## config.mk

```make
export PLATFORM = sky130hd
export DESIGN_NAME = acumulador_parametrizado
export DESIGN_NICKNAME = d
export VERILOG_FILES = /design/src/rtl/acumulador_pkg.sv /design/src/rtl/fa_n_sat.sv /design/src/rtl/acumulador_parametrizado.sv
export SDC_FILE = /design/constraint.sdc
export NUM_CORES = 1
export LEC_CHECK = 0
export ABC_AREA = 0
export BUFFER_PORTS_ARGS = -buffer_cell sky130_fd_sc_hd__buf_2
export CORE_ASPECT_RATIO = 0.5
export CORE_UTILIZATION = 57
export DETAILED_ROUTE_END_ITERATION = 12
export GPL_TIMING_DRIVEN = 0
export PLACE_DENSITY = 0.88
export SKIP_CTS_REPAIR_TIMING = 1
export SLEW_MARGIN = 25
export SYNTH_ARGS = -nofsm -noshare
export SYNTH_HDL_FRONTEND = slang
export SYNTH_SLANG_ARGS = --single-unit
```

## constraint.sdc

```tcl
create_clock -name Clock -period 4.1 [get_ports Clock]
set_clock_uncertainty 0.1 [all_clocks]
set_input_delay 0.41 -clock Clock [delete_from_list [all_inputs] [get_ports Clock]]
set_output_delay 0.41 -clock Clock [all_outputs]
set_load 0.02 [all_outputs]
```

## src/rtl/acumulador_pkg.sv

```systemverilog
// Shared opcodes and FSM encoding for the
// parametrised accumulator.
package acumulador_pkg;

  localparam int STATE_W = 2;

  typedef enum logic [1:0] {
    OP_ADD   = 2'b00,
    OP_SUB   = 2'b01,
    OP_LOAD  = 2'b10,
    OP_CLEAR = 2'b11
  } op_t;

  typedef enum logic [STATE_W-1:0] {
    S_IDLE = 2'd0,
    S_EXEC = 2'd1,
    S_DONE = 2'd2
  } state_t;

endpackage

```

## src/rtl/fa_n_sat.sv

```systemverilog
// Signed add/sub on WIDTH bits with overflow
// detection and optional clamp to the range limits.
module fa_n_sat #(
  parameter int WIDTH    = 16,
  parameter int SATURATE = 0
) (
  input  logic [WIDTH-1:0] A,
  input  logic [WIDTH-1:0] B,
  input  logic             Sub,
  output logic [WIDTH-1:0] S,
  output logic             Ovf
);

  localparam logic [WIDTH-1:0] MAXV =
    {1'b0, {(WIDTH-1){1'b1}}};
  localparam logic [WIDTH-1:0] MINV =
    {1'b1, {(WIDTH-1){1'b0}}};

  logic [WIDTH:0] a_x;
  logic [WIDTH:0] b_x;
  logic [WIDTH:0] ext;

  assign a_x = {A[WIDTH-1], A};
  assign b_x = {B[WIDTH-1], B};
  assign ext = Sub ? (a_x - b_x) : (a_x + b_x);

  // exact sign lives in bit WIDTH
  assign Ovf = ext[WIDTH] ^ ext[WIDTH-1];

  always_comb begin
    S = ext[WIDTH-1:0];
    if (SATURATE != 0 && Ovf)
      S = ext[WIDTH] ? MINV : MAXV;
  end

endmodule

```

## src/rtl/acumulador_parametrizado.sv

```systemverilog
// Start/Busy/Done sequenced accumulator: capture B,
// execute on A, present result with a Done pulse.
module acumulador_parametrizado
  import acumulador_pkg::*;
#(
  parameter int WIDTH    = 16,
  parameter int SATURATE = 0,
  parameter int CNT_W    = 8
) (
  input  logic             Clock,
  input  logic             Reset,
  input  logic             Start,
  input  logic [1:0]       Op,
  input  logic [WIDTH-1:0] DataIN,
  output logic             Busy,
  output logic             Done,
  output logic [WIDTH-1:0] DataOut,
  output logic             Overflow,
  output logic [CNT_W-1:0] Count
);

  state_t           state_q, state_d;
  op_t              op_q, op_d;
  logic [WIDTH-1:0] b_q, b_d;
  logic [WIDTH-1:0] a_q, a_d;
  logic [CNT_W-1:0] cnt_q, cnt_d;
  logic             ovf_q, ovf_d;

  logic [WIDTH-1:0] sum;
  logic             sum_ovf;

  fa_n_sat #(
    .WIDTH    (WIDTH),
    .SATURATE (SATURATE)
  ) u_fa (
    .A   (a_q),
    .B   (b_q),
    .Sub (op_q == OP_SUB),
    .S   (sum),
    .Ovf (sum_ovf)
  );

  always_ff @(posedge Clock) begin
    if (Reset) state_q <= S_IDLE;
    else       state_q <= state_d;
  end

  always_comb begin
    state_d = state_q;
    unique case (state_q)
      S_IDLE:  if (Start) state_d = S_EXEC;
      S_EXEC:  state_d = S_DONE;
      S_DONE:  state_d = S_IDLE;
      default: state_d = S_IDLE;
    endcase
  end

  always_comb begin
    Busy = 1'b0;
    Done = 1'b0;
    unique case (1'b1)
      state_q == S_EXEC: Busy = 1'b1;
      state_q == S_DONE: begin
        Busy = 1'b1;
        Done = 1'b1;
      end
      default: ;
    endcase
  end

  always_comb begin
    b_d   = b_q;
    op_d  = op_q;
    a_d   = a_q;
    cnt_d = cnt_q;
    ovf_d = ovf_q;
    if (state_q == S_IDLE && Start) begin
      b_d  = DataIN;
      op_d = op_t'(Op);
    end
    if (state_q == S_EXEC) begin
      unique case (op_q)
        OP_ADD, OP_SUB: begin
          a_d   = sum;
          ovf_d = ovf_q | sum_ovf;
          // counter sticks at all-ones
          if (!(&cnt_q))
            cnt_d = cnt_q + CNT_W'(1);
        end
        OP_LOAD: begin
          a_d   = b_q;
          cnt_d = CNT_W'(1);
        end
        OP_CLEAR: begin
          a_d   = '0;
          cnt_d = '0;
          ovf_d = 1'b0;
        end
        default: ;
      endcase
    end
  end

  always_ff @(posedge Clock) begin
    if (Reset) begin
      b_q   <= '0;
      op_q  <= OP_ADD;
      a_q   <= '0;
      cnt_q <= '0;
      ovf_q <= 1'b0;
    end else begin
      b_q   <= b_d;
      op_q  <= op_d;
      a_q   <= a_d;
      cnt_q <= cnt_d;
      ovf_q <= ovf_d;
    end
  end

  assign DataOut  = a_q;
  assign Overflow = ovf_q;
  assign Count    = cnt_q;

endmodule

```

# Word-level counts from Yosys, hierarchy flattened
# Cells that the tools add are included.
# classes
mul	0
div_mod_pow	0
mux	9
n_eq_ne	7
order_cmp	0
n_reduce_logical	9
addsub	3
n_shift	0
bitwise_logic	2
# op_table
op	count
$pmux 16 s3	1
$pmux 8 s3	1
$add 16x16->17	1
$mux 17	1
$sub 16x16->17	1
$add 8x1->8 const B	1
$mux 8	1
$reduce_and 8->1	1
$eq 2x2->1 const B	3
$eq 2x1->1 const B	2
$logic_not 2->1	2
$ne 2x2->1 const B	2
$pmux 2 s2	1
$reduce_and 2->1	2
$reduce_or 2->1	2
$mux 1	2
$mux 2	1
$pmux 1 s2	1
$reduce_bool 2->1	1
$logic_and 1x1->1	1
$or 1x1->1	1
$xor 1x1->1	1
# word_totals
ramBits	0
latchBits	0
romBits	0
reg_bits	45
mem_count	0
in_bits	21

# Longest topological paths before layout
# depth
depth_word	5
depth_mapped	14
mapped_depth_nobuf	14

# By module
# From an unflattened synthesis, not the netlist that was laid out.
# hier_totals
cells_unflattened	409
area_unflattened_um2	3159.3
# by_module_without_submodules
mod	n_inst	seq_area_each_um2	area_each_um2	cells_each
acumulador_parametrizado	1	900.9	2095.8	263
fa_n_sat	1	0.0	1063.5	146

# Worst setup path after synthesis
# Ideal clock, no wire load.
# synth_timing
path_kind	register to register
start	reg b_q[2]
end	reg ovf_q, in the netlist Overflow
stages_incl_launch_ff	14
t_required_ns	3.885
t_arrival_ns	2.870
setup_ns	0.115
setup_slack_ns	1.015
path_buffers	0
cell_sequence	dfxtp_1 -> nor2_1 -> nand3_1 -> or4_1 -> o31ai_1 -> xor2_1 -> ha_1 -> nand2_1 -> nor4_1 -> o21bai_1 -> o211ai_1 -> xnor2_1 -> xnor2_1 -> o21a_1
# synth_between
elab_chain_cells	5
# synth_rtl
item	line	rtl
from (decl)	acumulador_parametrizado.sv:24	logic [WIDTH-1:0] b_q, b_d;
from (signal assigned)	acumulador_parametrizado.sv:106	b_q <= '0;
from (signal assigned)	acumulador_parametrizado.sv:112	b_q <= b_d;
$add 16x16->17 or $sub 16x16->17 (tied branches)	fa_n_sat.sv:25	assign ext = Sub ? (a_x - b_x) : (a_x + b_x);
$mux 17 *	fa_n_sat.sv:25	
$xor 1x1->1 *	fa_n_sat.sv:28	assign Ovf = ext[WIDTH] ^ ext[WIDTH-1];
$or 1x1->1 *	acumulador_parametrizado.sv:85	ovf_d = ovf_q | sum_ovf;
$pmux 1 s2 *	acumulador_parametrizado.sv:82	unique case (op_q)
to (signal assigned)	acumulador_parametrizado.sv:116	ovf_q <= ovf_d;
to (decl)	acumulador_parametrizado.sv:27	logic ovf_q, ovf_d;
# Every way passes the cells marked *; elsewhere a longest branch is shown, timed or not.
# A chain may end at the register's enable or synchronous reset.

# Worst setup path after layout
# Ends and elaborated chain as after synthesis.

==> results by stage <==
Power and ir drop:
- The analysis attributes to net switching a power of roughly 0.0009 W.
- The internal power of the cells totals 0.00110 W.
- After layout, the design draws a total of 0.00202 W.
- Registers are responsible for 28.1% of the overall power.
- The power density over cell area is 588 nW/um2.
- Combinational logic burns 57.1% of the power.
- The portion of total power attributed to the clock network is 14.9%.
- The switching power as a share of total power is a little under half.
- Across the VDD grid, the largest voltage drop is between 0.2 and 0.25 mV.
- The static leakage is 1.46 nW.

Min path:
- The tightest min-delay check is of the in -> reg type.
- The worst hold path begins at Op[0].

Detailed routing:
- The detail-routed net length per standard cell is 15.0 um.
- In this run, the number of DRC markers left after iteration 0 of detailed routing was ~200.
- After detailed routing, the number of remaining DRC violations is 0.
- The count of nets left with antenna violations once routing finished came out at 0.
- The count of TritonRoute iterations in the first routing pass is 6.
- For this block, the routed nets add up to roughly 7.8 mm of wire.
- The final route contains 3102 vias.
- Using the TritonRoute via totals, the vias-per-cell ratio works out to 6.00.

Critical path:
- The data arrival time of the critical path is roughly 3800 ps.
- The most critical setup path has its startpoint at b_q[2].
- The critical path is of the reg -> reg type.
- The origin of the critical flop-to-flop path is b_q[2].
- The category of the worst setup path capture point is a flop.
- Along the worst path, the maximum fanout reaches 7.
- The element type at the critical path start is a flop.
- The register-to-register setup slack is 450 ps.
- The required time at the endpoint of the critical path is 4210 ps.

Placement:
- The post-placement cell area is between 3000 and 4000 um2.
- Port buffering added 47 buffers.
- The placer's final routability congestion estimate is 0.922.
- The pre-CTS worst setup slack is 561 ps.
- Once detailed placement completed, the half-perimeter wirelength came to just under 6 mm.

CTS:
- Clock-pin slew was measured on the worst setup and hold paths at roughly 100 ps.
- The H-tree level count is 2.
- Counting the buffers created by CTS gives 5.
- TritonCTS built the clock tree.
- The CTS root buffer is sky130_fd_sc_hd__clkbuf_8.
- The source-to-sink clock delay at the later pin of the worst-skew pair is 310 ps.
- The sink count of the clock tree is 45.
- The maximum count of clock buffers along a single path is 2.

Timing:
- Setup repair after global routing left no endpoint under its margin.
- The part of the cycle the worst path needs is ~90%.
- The max-slew violation total from the final report is 0.
- After layout, the worst setup slack is 448 ps.
- Static timing analysis puts the maximum clock frequency at 0.274 GHz.
- Setup violations remaining at the end of the flow were counted as 0.
- The smallest clock period supported by the final layout is computed as 3650 ps.
- After routing, the total negative slack on setup checks comes to 0 ps.
- The number of hold-slack violations in the final timing report is 0.
- The remaining max-slew budget at the tightest pin is 54.3%.
- For the pin with the worst max-slew slack, the measured transition is ~680 ps.

Global route:
- The first global-routing pass estimated 12.5 mm of wire.
- For this run, global-route usage on met3 was measured as 5.30%.
- Global routing consumed, on the met1 layer, 39.6% of the routing resources.
- The overall global routing resource usage is between 20% and 30%.
- The total congestion overflow is 0.
- The initial antenna violation count is 0.
- The most used routing layer in global routing is met2.
- The number of global-route vias before repair is 2620.
- For this run, global-route usage on met2 was measured as around 46%.
- The maximum number of pins on one net before global-route repair is 17.

Synth:
- The synthesized area per cell is 7.71 um2.
- The register bit count reported by yosys is 45.
- The mapped netlist covers approximately 3000 um2.
- The fraction of the yosys area taken by sequential cells is 29.8%.
- The count of distinct cell types in the synthesized netlist is 51.
- Yosys printed 0 warnings.
- Synthesis handed over a netlist of 392 instances.
- The synthesized netlist net count is about 440.

Status:
- The flow ran to the end, and the final reports show no timing, DRC or antenna violations.

Floorplanning:
- The height of the chip is between 50 and 60 um.
- The width of the chip is 105 um.
- The I/O pin total is 48.
- For this configuration, the core starts out at a cell density of 60.2%.
- The placement row count is 18.
- The floorplan core area is 5020 um2.
- The total die area is approximately 5600 um2.

Final layout:
- The total number of nets in the final design is 490.
- For this run, the share of the core covered by cells in the final layout is roughly 68%.
- The fraction of layout instances using a drive strength above 1 is 14.5%.
- The antenna cell count is 0.
- The post-synthesis to final-layout area growth is 13.8%.
- The cell area after layout is 3440 um2.

Run:
- The tool flagged a number of max-cap violations equal to 0.
## cells in the mapped netlist, drive strengths merged
library cell / number / share of area [%]
and3: 4 / 0.99
nor4: 3 / 0.83
fa: 1 / 0.66
nand4b: 1 / 0.29
nor3b: 2 / 0.50
a21oi: 46 / 7.9
or3: 3 / 0.62
nand3: 9 / 1.5
o21ai: 24 / 4.0
nand3b: 6 / 1.5
a2bb2oi: 3 / 0.87
o2111ai: 1 / 0.29
nor2: 36 / 4.5
inv: 10 / 1.2
nand2b: 5 / 1.0
dfxtp: 45 / 30
o21a: 3 / 0.75
o21bai: 3 / 0.75
xnor2: 17 / 4.9
o211ai: 7 / 1.7
a311oi: 3 / 1.1
a221oi: 1 / 0.29
ha: 22 / 9.1
or2b: 1 / 0.25
nand4: 3 / 0.62
o31ai: 4 / 1.2
o311ai: 1 / 0.29
a211oi: 6 / 1.5
mux2i: 3 / 0.99
and2: 2 / 0.41
a31oi: 3 / 0.62
xor2: 14 / 4.1
nand2: 60 / 7.5
or4: 3 / 0.75
o311a: 1 / 0.33
a32oi: 1 / 0.29
a21o: 5 / 1.2
buf: 4 / 0.70
nor2b: 5 / 1.0
clkbuf: 15 / 2.2
nor3: 5 / 0.83
o22ai: 1 / 0.21
## stage by stage
stage | std cells | hold slack [ps]
finish | 517 | 225
global route | 517 | 221
CTS | 517 | 221
detailed placement | 509 | 386
global placement | 509 | 381
floorplan | 392 | 360
## cell families after synthesis
| family | count (synthesis) | synth area share [%] |
|---|---|---|
| DFF | 45 | 29.8 |
| buffers and inverters | 29 | 4.14 |
| adders and majority gates | 23 | 9.77 |
| xor gates and xnor gates | 31 | 8.99 |
| and+or+nand+nor | 148 | 23.1 |
| AOI/OAI and AO/OA | 113 | 23.2 |
| muxes | 3 | 0.994 |
## registers in the layout (all words and copies together) (netlist names)
name,count
DataOut,16
Count,8
op_q,2
Overflow,1
b_q,16
state_q,2
## critical path: stages (launching register included)
cell and delay, ps:
sky130_fd_sc_hd__dfxtp_1 370, sky130_fd_sc_hd__nor2_1 220, sky130_fd_sc_hd__nand3_1 130, sky130_fd_sc_hd__or4_1 500, sky130_fd_sc_hd__o31ai_1 280, sky130_fd_sc_hd__xor2_1 120
sky130_fd_sc_hd__ha_1 400, sky130_fd_sc_hd__nand2_1 100, sky130_fd_sc_hd__nor4_1 460, sky130_fd_sc_hd__o21bai_1 180, sky130_fd_sc_hd__o211ai_1 260, sky130_fd_sc_hd__xnor2_1 120
sky130_fd_sc_hd__xnor2_1 130, sky130_fd_sc_hd__o21a_1 160
## power by group through the flow
stage,combinational [W],sequential [W],clock [W]
after floorplan,0.000835,0.000617,0
after CTS,0.00114,0.000565,0.000301
after global routing,0.00127,0.000575,0.000318
final,0.00115,0.000567,0.000300
after global placement,0.00110,0.000573,0
after detailed placement,0.00112,0.000575,0
## cells in the final DEF (no fill, tap or decap), types with 5 or more instances in the layout
cell type,instances
sky130_fd_sc_hd__nand2_1,60
sky130_fd_sc_hd__buf_2,49
sky130_fd_sc_hd__dfxtp_1,45
sky130_fd_sc_hd__a21oi_1,44
sky130_fd_sc_hd__nor2_1,36
sky130_fd_sc_hd__o21ai_0,22
sky130_fd_sc_hd__ha_1,22
sky130_fd_sc_hd__xnor2_1,17
sky130_fd_sc_hd__clkbuf_1,14
sky130_fd_sc_hd__xor2_1,14
sky130_fd_sc_hd__inv_1,10
sky130_fd_sc_hd__nand3_1,9
sky130_fd_sc_hd__o211ai_1,7
sky130_fd_sc_hd__nand3b_1,6
sky130_fd_sc_hd__clkbuf_8,6
sky130_fd_sc_hd__a211oi_1,6
sky130_fd_sc_hd__nor2b_1,5
sky130_fd_sc_hd__nand2b_1,5
sky130_fd_sc_hd__nor3_1,5
sky130_fd_sc_hd__a21o_1,5
## layout make-up
cell class / instances / area (um2)
Multi-Input combinational cell: 318 / 2000
Fill cell: 436 / 1580
Sequential cell: 45 / 901
Timing Repair Buffer: 47 / 235
Buffer: 19 / 87.6
Tap cell: 70 / 87.6
Clock buffer: 5 / 68.8
Inverter: 10 / 37.5
Clock inverter: 3 / 25.0
## path summary, 6_finish.rpt
kind,to,cells past startpoint
hold / removal,op_q[0],3
setup reg to reg,Overflow,13
hold reg to reg,DataOut[13],2
setup / recovery,Overflow,13
## metal layers
layer	part of all wire, %	vias up
met2	44	165
met1	47	1421
met3	7.4	14
li1	-	1502
met4	1.3	0
met5	0	-
Power figures use the tool's default switching activity.
